## src/rtl/spi_adc_pkg.sv

```systemverilog
// spi_adc_pkg: shared state encoding and SPI-mode helpers for spi_adc_sampler.
package spi_adc_pkg;

  typedef enum logic [1:0] {
    ST_IDLE   = 2'd0,
    ST_CONVST = 2'd1,
    ST_WAIT   = 2'd2,
    ST_SHIFT  = 2'd3
  } state_t;

  // Clock polarity: SCLK idle level.
  function automatic logic cpol(input int mode);
    return ((mode / 2) % 2) != 0;
  endfunction

  // Clock phase: 0 samples on leading edges, 1 on trailing edges.
  function automatic logic cpha(input int mode);
    return (mode % 2) != 0;
  endfunction

  // Clock cycles from the trigger edge until the result is offered.
  function automatic int txn_len(input int convst_cyc, input int conv_wait,
                                 input int width, input int clk_div);
    return 1 + convst_cyc + conv_wait + 2 * width * clk_div;
  endfunction

endpackage

```

## src/rtl/spi_adc_sampler_sclk_divider.sv

```systemverilog
// sclk_divider: SCLK half-period timer. Strobes once every CLK_DIV cycles while
// running and reports whether the coming toggle leaves the idle level.
module sclk_divider #(
  parameter int   CLK_DIV = 3,
  parameter logic CPOL    = 1'b0
) (
  input  logic clk,
  input  logic rst,
  input  logic i_run,
  input  logic i_sclk,
  output logic o_toggle,
  output logic o_leading
);

  localparam int CNT_W = (CLK_DIV > 1) ? $clog2(CLK_DIV) : 1;
  localparam logic [CNT_W-1:0] CNT_LAST = CNT_W'(CLK_DIV - 1);

  logic [CNT_W-1:0] r_cnt;
  logic             w_wrap;

  assign w_wrap = (r_cnt == CNT_LAST);

  // Half-period counter, held at zero outside SHIFT so the first half-period is full length.
  always_ff @(posedge clk or negedge rst) begin
    if (!rst)                r_cnt <= '0;
    else if (!i_run || w_wrap) r_cnt <= '0;
    else                     r_cnt <= r_cnt + 1'b1;
  end

  assign o_toggle  = i_run && w_wrap;
  assign o_leading = (i_sclk == CPOL);

endmodule

```

## src/rtl/spi_adc_sampler.sv

```systemverilog
// spi_adc_sampler: drives a shared CONVST/SCLK to NUM_CH simultaneous-sampling
// ADCs, shifts in all MISO lines MSB-first and offers each result set through a
// valid/ready output register with sticky overrun.
module spi_adc_sampler
  import spi_adc_pkg::*;
#(
  parameter int WIDTH       = 10,
  parameter int NUM_CH      = 1,
  parameter int SPI_MODE    = 1,
  parameter int CLK_DIV     = 3,
  parameter int CONVST_CYC  = 1,
  parameter int CONV_WAIT   = 0,
  parameter int CONV_PERIOD = 230
) (
  input  logic                    clk,
  input  logic                    rst,
  input  logic                    enable,
  input  logic                    free_run,
  input  logic                    start,
  input  logic [NUM_CH-1:0]       miso,
  output logic                    convst,
  output logic                    sclk,
  output logic                    busy,
  output logic [NUM_CH*WIDTH-1:0] data,
  output logic                    data_valid,
  input  logic                    data_ready,
  output logic                    overrun,
  input  logic                    overrun_clr
);

  localparam logic CPOL      = cpol(SPI_MODE);
  localparam logic CPHA      = cpha(SPI_MODE);
  localparam int   TXN_LEN   = txn_len(CONVST_CYC, CONV_WAIT, WIDTH, CLK_DIV);
  localparam int   NUM_EDGES = 2 * WIDTH;
  localparam int   PER_W     = (CONV_PERIOD > 2) ? $clog2(CONV_PERIOD) : 1;
  localparam int   CYC_MAX   = (CONVST_CYC > CONV_WAIT) ? CONVST_CYC : CONV_WAIT;
  localparam int   CYC_W     = $clog2(CYC_MAX + 1);
  localparam int   EDGE_W    = $clog2(NUM_EDGES + 1);

  localparam logic [PER_W-1:0]  PER_LAST    = PER_W'(CONV_PERIOD - 1);
  localparam logic [CYC_W-1:0]  CONVST_LAST = CYC_W'(CONVST_CYC - 1);
  localparam logic [CYC_W-1:0]  WAIT_LAST   = CYC_W'(CONV_WAIT - 1);
  localparam logic [EDGE_W-1:0] EDGE_LAST   = EDGE_W'(NUM_EDGES - 1);

  if (CONV_PERIOD <= TXN_LEN + 1 || WIDTH < 2 || NUM_CH < 1 || CLK_DIV < 1 ||
      CONVST_CYC < 1 || SPI_MODE < 0 || SPI_MODE > 3) begin : g_bad_params
    $error("spi_adc_sampler: illegal parameter set (CONV_PERIOD too short or out-of-range value)");
  end

  state_t                       r_state, w_state_nxt;
  logic [PER_W-1:0]             r_period;
  logic [CYC_W-1:0]             r_cyc;
  logic [EDGE_W-1:0]            r_edges;
  logic                         r_sclk, r_convst, r_busy, r_valid, r_overrun;
  logic [NUM_CH-1:0][WIDTH-1:0] r_shift, w_shift_nxt;
  logic [NUM_CH*WIDTH-1:0]      r_data;
  logic                         w_tick, w_trigger, w_done, w_run;
  logic                         w_toggle, w_leading, w_sample;

  // Conversion period counter; restarts from zero whenever the block is disabled.
  always_ff @(posedge clk or negedge rst) begin
    if (!rst)                                r_period <= '0;
    else if (!enable || r_period == PER_LAST) r_period <= '0;
    else                                     r_period <= r_period + 1'b1;
  end

  assign w_tick    = enable && (r_period == PER_LAST);
  assign w_trigger = enable && (free_run ? w_tick : start);
  assign w_run     = (r_state == ST_SHIFT);

  sclk_divider #(
    .CLK_DIV (CLK_DIV),
    .CPOL    (CPOL)
  ) u_div (
    .clk       (clk),
    .rst       (rst),
    .i_run     (w_run),
    .i_sclk    (r_sclk),
    .o_toggle  (w_toggle),
    .o_leading (w_leading)
  );

  // Next-state decode; completion coincides with the final SCLK toggle.
  always_comb begin
    w_state_nxt = r_state;
    w_done      = 1'b0;
    case (r_state)
      ST_IDLE:   if (w_trigger) w_state_nxt = ST_CONVST;
      ST_CONVST: if (r_cyc == CONVST_LAST) w_state_nxt = (CONV_WAIT == 0) ? ST_SHIFT : ST_WAIT;
      ST_WAIT:   if (r_cyc == WAIT_LAST) w_state_nxt = ST_SHIFT;
      ST_SHIFT: begin
        if (w_toggle && r_edges == EDGE_LAST) begin
          w_state_nxt = ST_IDLE;
          w_done      = 1'b1;
        end
      end
      default:   w_state_nxt = ST_IDLE;
    endcase
  end

  // State register, phase counters and registered CONVST/SCLK/busy.
  always_ff @(posedge clk or negedge rst) begin
    if (!rst) begin
      r_state  <= ST_IDLE;
      r_cyc    <= '0;
      r_edges  <= '0;
      r_sclk   <= CPOL;
      r_convst <= 1'b0;
      r_busy   <= 1'b0;
    end else begin
      r_state  <= w_state_nxt;
      r_convst <= (w_state_nxt == ST_CONVST);
      r_busy   <= (w_state_nxt != ST_IDLE);
      if (w_state_nxt != r_state)                        r_cyc <= '0;
      else if (r_state == ST_CONVST || r_state == ST_WAIT) r_cyc <= r_cyc + 1'b1;
      if (r_state != ST_SHIFT) r_edges <= '0;
      else if (w_toggle)       r_edges <= r_edges + 1'b1;
      if (w_toggle) r_sclk <= ~r_sclk;
    end
  end

  assign w_sample = w_toggle && (CPHA ? !w_leading : w_leading);

  // Shift-left capture of every MISO line on the edge that reaches the sampling level.
  always_comb begin
    w_shift_nxt = r_shift;
    if (w_sample) begin
      for (int k = 0; k < NUM_CH; k++) begin
        w_shift_nxt[k] = {r_shift[k][WIDTH-2:0], miso[k]};
      end
    end
  end

  // Shift registers; a reset mid-transfer discards the partial word.
  always_ff @(posedge clk or negedge rst) begin
    if (!rst) r_shift <= '0;
    else      r_shift <= w_shift_nxt;
  end

  // Result register: load when empty or drained this cycle, otherwise keep the old word.
  always_ff @(posedge clk or negedge rst) begin
    if (!rst) begin
      r_data  <= '0;
      r_valid <= 1'b0;
    end else if (w_done && (!r_valid || data_ready)) begin
      r_data  <= w_shift_nxt;
      r_valid <= 1'b1;
    end else if (r_valid && data_ready) begin
      r_valid <= 1'b0;
    end
  end

  // Sticky overrun; a drop in the same cycle as a clear leaves it set.
  always_ff @(posedge clk or negedge rst) begin
    if (!rst)                                    r_overrun <= 1'b0;
    else if (w_done && r_valid && !data_ready)   r_overrun <= 1'b1;
    else if (overrun_clr)                        r_overrun <= 1'b0;
  end

  assign convst     = r_convst;
  assign sclk       = r_sclk;
  assign busy       = r_busy;
  assign data       = r_data;
  assign data_valid = r_valid;
  assign overrun    = r_overrun;

endmodule

```

## config.mk

```make
export PLATFORM = sky130hd
export DESIGN_NAME = spi_adc_sampler
export DESIGN_NICKNAME = d
export VERILOG_FILES = /design/src/rtl/spi_adc_pkg.sv /design/src/rtl/spi_adc_sampler_sclk_divider.sv /design/src/rtl/spi_adc_sampler.sv
export SDC_FILE = /design/constraint.sdc
export NUM_CORES = 1
export LEC_CHECK = 0
export CAP_MARGIN = 0
export CORE_MARGIN = 2
export CORE_UTILIZATION = 50
export DETAILED_ROUTE_END_ITERATION = 10
export GPL_TIMING_DRIVEN = 0
export PLACE_DENSITY = 0.82
export SKIP_CTS_REPAIR_TIMING = 1
export SYNTH_ARGS = -nofsm -noshare
export SYNTH_HDL_FRONTEND = slang
export SYNTH_SLANG_ARGS = --single-unit
```

## constraint.sdc

```tcl
create_clock -name clk -period 1.8 [get_ports clk]
set_input_delay 0.36 -clock clk [delete_from_list [all_inputs] [get_ports clk]]
set_output_delay 0.36 -clock clk [all_outputs]
set_load 0.05 [all_outputs]
```

==> Implementation_results.wiki <==
{| class="wikitable"
! Metric !! Value
|-
| Maximum operating frequency || 560 MHz
|-
| Starting utilization of the core area || 51.4%
|-
| Count of flip-flops with a built-in enable after synthesis || 0
|-
| Post-synthesis instance total || 165
|-
| Global-route wire length before repair || 5530 um
|-
| Starting DRT DRC Count || 138
|-
| Remaining Overflow, GRT || 0
|-
| Worst-path fanout max || 8
|-
| Accumulated negative setup slack || 0 ns
|-
| Max_slew headroom || 63.6%
|-
| Cts bufs inserted || 5
|-
| Row count || 23
|-
| CP Data Arrival Time || 1.99 ns
|-
| Number of nets in the synthesized netlist || 181
|-
| Die height || 67.9 um
|-
| Total Nets Final || 212
|-
| Hold/Removal Path Class || in -> async
|-
| Data required time of the worst path || 2.00 ns
|-
| Type of destination of the critical path || flop
|-
| Avg Vias per Cell || 5.30
|-
| Area delta synth->final || 22.5%
|-
| Count of nets left with antenna violations after detail routing || 0
|-
| Final hold viol count || 0
|-
| Worst slew pin tran || 0.542 ns
|-
| Async set-or-reset flop fraction in the synthesized netlist || 100%
|-
| Half-perimeter wire length of the detailed placement result || 2190 um
|-
| Number of sinks on the clock net || 43
|-
| Placeable core region || 3970 um2
|-
| Number of H-tree branching levels || 2
|-
| Unrepaired setup endpoints after global routing || yes
|-
| Buffers from clock root to sink, at most || 2
|-
| Leakage power summed over all cells || 0.00136 uW
|-
| Routed vias || 1303
|-
| Ports || 23
|-
| Outcome || complete, no violations
|-
| Pin count of the biggest net entering global routing || 42
|-
| Number of distinct library cells after synthesis || 44
|-
| Gr usage total || 16.0%
|-
| Fraction of final layout cells with drive strength greater than 1 || 23.0%
|-
| Full die area || 4610 um2
|-
| DR pass1 iterations || 4
|-
| Instance area at placement || 2340 um2
|-
| Insertion delay of the later-clocked pin in the worst-skew pair || 0.29 ns
|-
| Port Buffer Count || 22
|-
| Post-Syn Area per Cell || 12.4 um2
|-
| Number of violations of the max-capacitance limit || 0
|-
| Master cell of the clock root buffer || clkbuf_8
|-
| Commonest register cell after synthesis || dfrtp_1
|-
| Final clock skew || 0.00527 ns
|-
| Final WL || 3290 um
|-
| Synth warn || 0
|-
| Tcrit/Tclk final || 99.1%
|-
| Count of pins over their slew limit || 0
|-
| Total of flip-flops plus latches after synthesis || 43
|-
| Type of the worst setup path || reg -> reg
|-
| Fill cell instance count of the final layout || 316
|-
| Antenna violations before repair || 0
|-
| Worst IR Drop VDD || 504 uV
|-
| Final weighted congestion in routability-driven placement || 0.824
|-
| Final non-filler cell area || 2500 um2
|-
| Clock transition at path regs || 0.08 ns
|-
| Antenna diodes || 0
|-
| Via count of the first global-routing pass || 1257
|-
| Clock tree from TritonCTS || built
|-
| Most frequent standard cell in the layout excluding fill and tap cells || dfrtp_1
|-
| Post-synthesis instance area || 2040 um2
|-
| Min cycle time layout || 1.78 ns
|-
| Die Span X || 67.9 um
|-
| Power density cells || 671 nW/um2
|-
| Final setup vio count || 0
|-
| Wire length per cell || 13.4 um
|-
| Most frequent cells in the layout || dfrtp_1, nor2_1, dlymetal6s2s_1, mux2_2, mux2_4
|-
| Category of the worst setup path launch point || flop
|-
| DRC Markers || 0
|-
| Portion of the post-synthesis area used by sequential elements || 52.7%
|}
-- final cells by class --
| type | count | area (um2) | area share [%] |
|---|---|---|---|
| well taps | 50 | 62.6 | 2.50 |
| repair buffers | 24 | 283 | 11.3 |
| inverters | 7 | 26.3 | 1.05 |
| clock buffers | 6 | 82.6 | 3.30 |
| plain buffers | 3 | 27.5 | 1.10 |
| flip-flops and latches | 43 | 1080 | 43.0 |
| clock inverters | 1 | 5.00 | 0.200 |
| multi-input cells | 112 | 938 | 37.5 |
-- layer usage --
layer	global-route usage (%)	routed length, um	vias to the layer above	part of all wire, %
li1	-	-	643	-
met1	21.6	1580	634	48
met2	25.0	1540	22	47
met3	2.96	113	4	3.4
met4	7.25	52	0	1.6
met5	0	0	-	0
-- Yosys cell counts, types with 2 or more instances --
cell	instances	share of area [%]
a21boi_0	2	0.73
a21oi_1	3	0.73
a31o_1	2	0.86
and3_1	2	0.61
dfrtp_1	43	53
ha_1	8	4.9
inv_1	6	1.1
mux2_2	10	5.5
mux2_4	10	7.3
nand2_1	6	1.1
nand3_1	5	1.2
nand3b_1	2	0.73
nand4_1	4	1.2
nor2_1	21	3.9
o211a_1	2	0.98
o22ai_1	2	0.61
xnor2_1	4	1.7
xor2_1	7	3.0
-- kinds of logic (layout without fill, tap and decap cells) --
logic type,after synthesis,after routing,synth area share [%]
AOI/OAI and AO/OA,21,21,8.27
xor gates and xnor gates,11,11,4.72
adders and majority gates,8,8,4.90
buffers and inverters,10,41,2.27
DFF,43,43,52.7
muxes,21,21,13.3
and+or+nand+nor,51,51,13.8
-- worst max-delay path: stages (launching register included) --
cell and delay [ns]:
dfrtp_1 0.40, buf_6 0.15, inv_1 0.07, ha_2 0.22, nor2b_4 0.15, o211a_1 0.20, a221o_1 0.32, nor3_1 0.19
-- path summary, 6_finish.rpt --
path	cells after the start	slack, ns	to	start
max reg2reg	7	0.02	convst	r_state[1]
min reg2reg	1	0.42	u_div.r_cnt[0]	u_div.r_cnt[0]
min	2	0.40	convst	rst
min in group clk	1	0.42	u_div.r_cnt[0]	u_div.r_cnt[0]
max	7	0.02	convst	r_state[1]
max in group asynchronous	3	1.00	r_state[0]	rst
-- per-stage QoR --
stage          utilization (%)  hold slack, ns  setup WS (ns)  cells  power, uW
6_report                  63.0           0.403         0.0157    246       1680
5_1_grt                   63.0           0.418        -0.0599    246       1740
4_1_cts                   61.2          -0.144         -0.269    245       1700
3_5_place_dp              58.9           0.169         -0.249    238       1090
3_3_place_gp              58.6           0.413         -0.709    237       1080
2_1_floorplan                -          0.0644         0.0160    165       1040
-- sequential cells by signal (all words and copies together), names as in the netlist --
signal,count
r_cyc,1
busy,1
r_state,2
r_period,8
sclk,1
overrun,1
r_shift,10
u_div.r_cnt,2
data,10
r_edges,5
convst,1
data_valid,1
-- power by group --
part | leakage, uW | switching [uW] | internal [uW]
Sequential | 0.000545 | 12.0 | 982
Clock | 0.0000470 | 308 | 301
Combinational | 0.000766 | 39.8 | 36.3
Power figures use the tool's default switching activity.
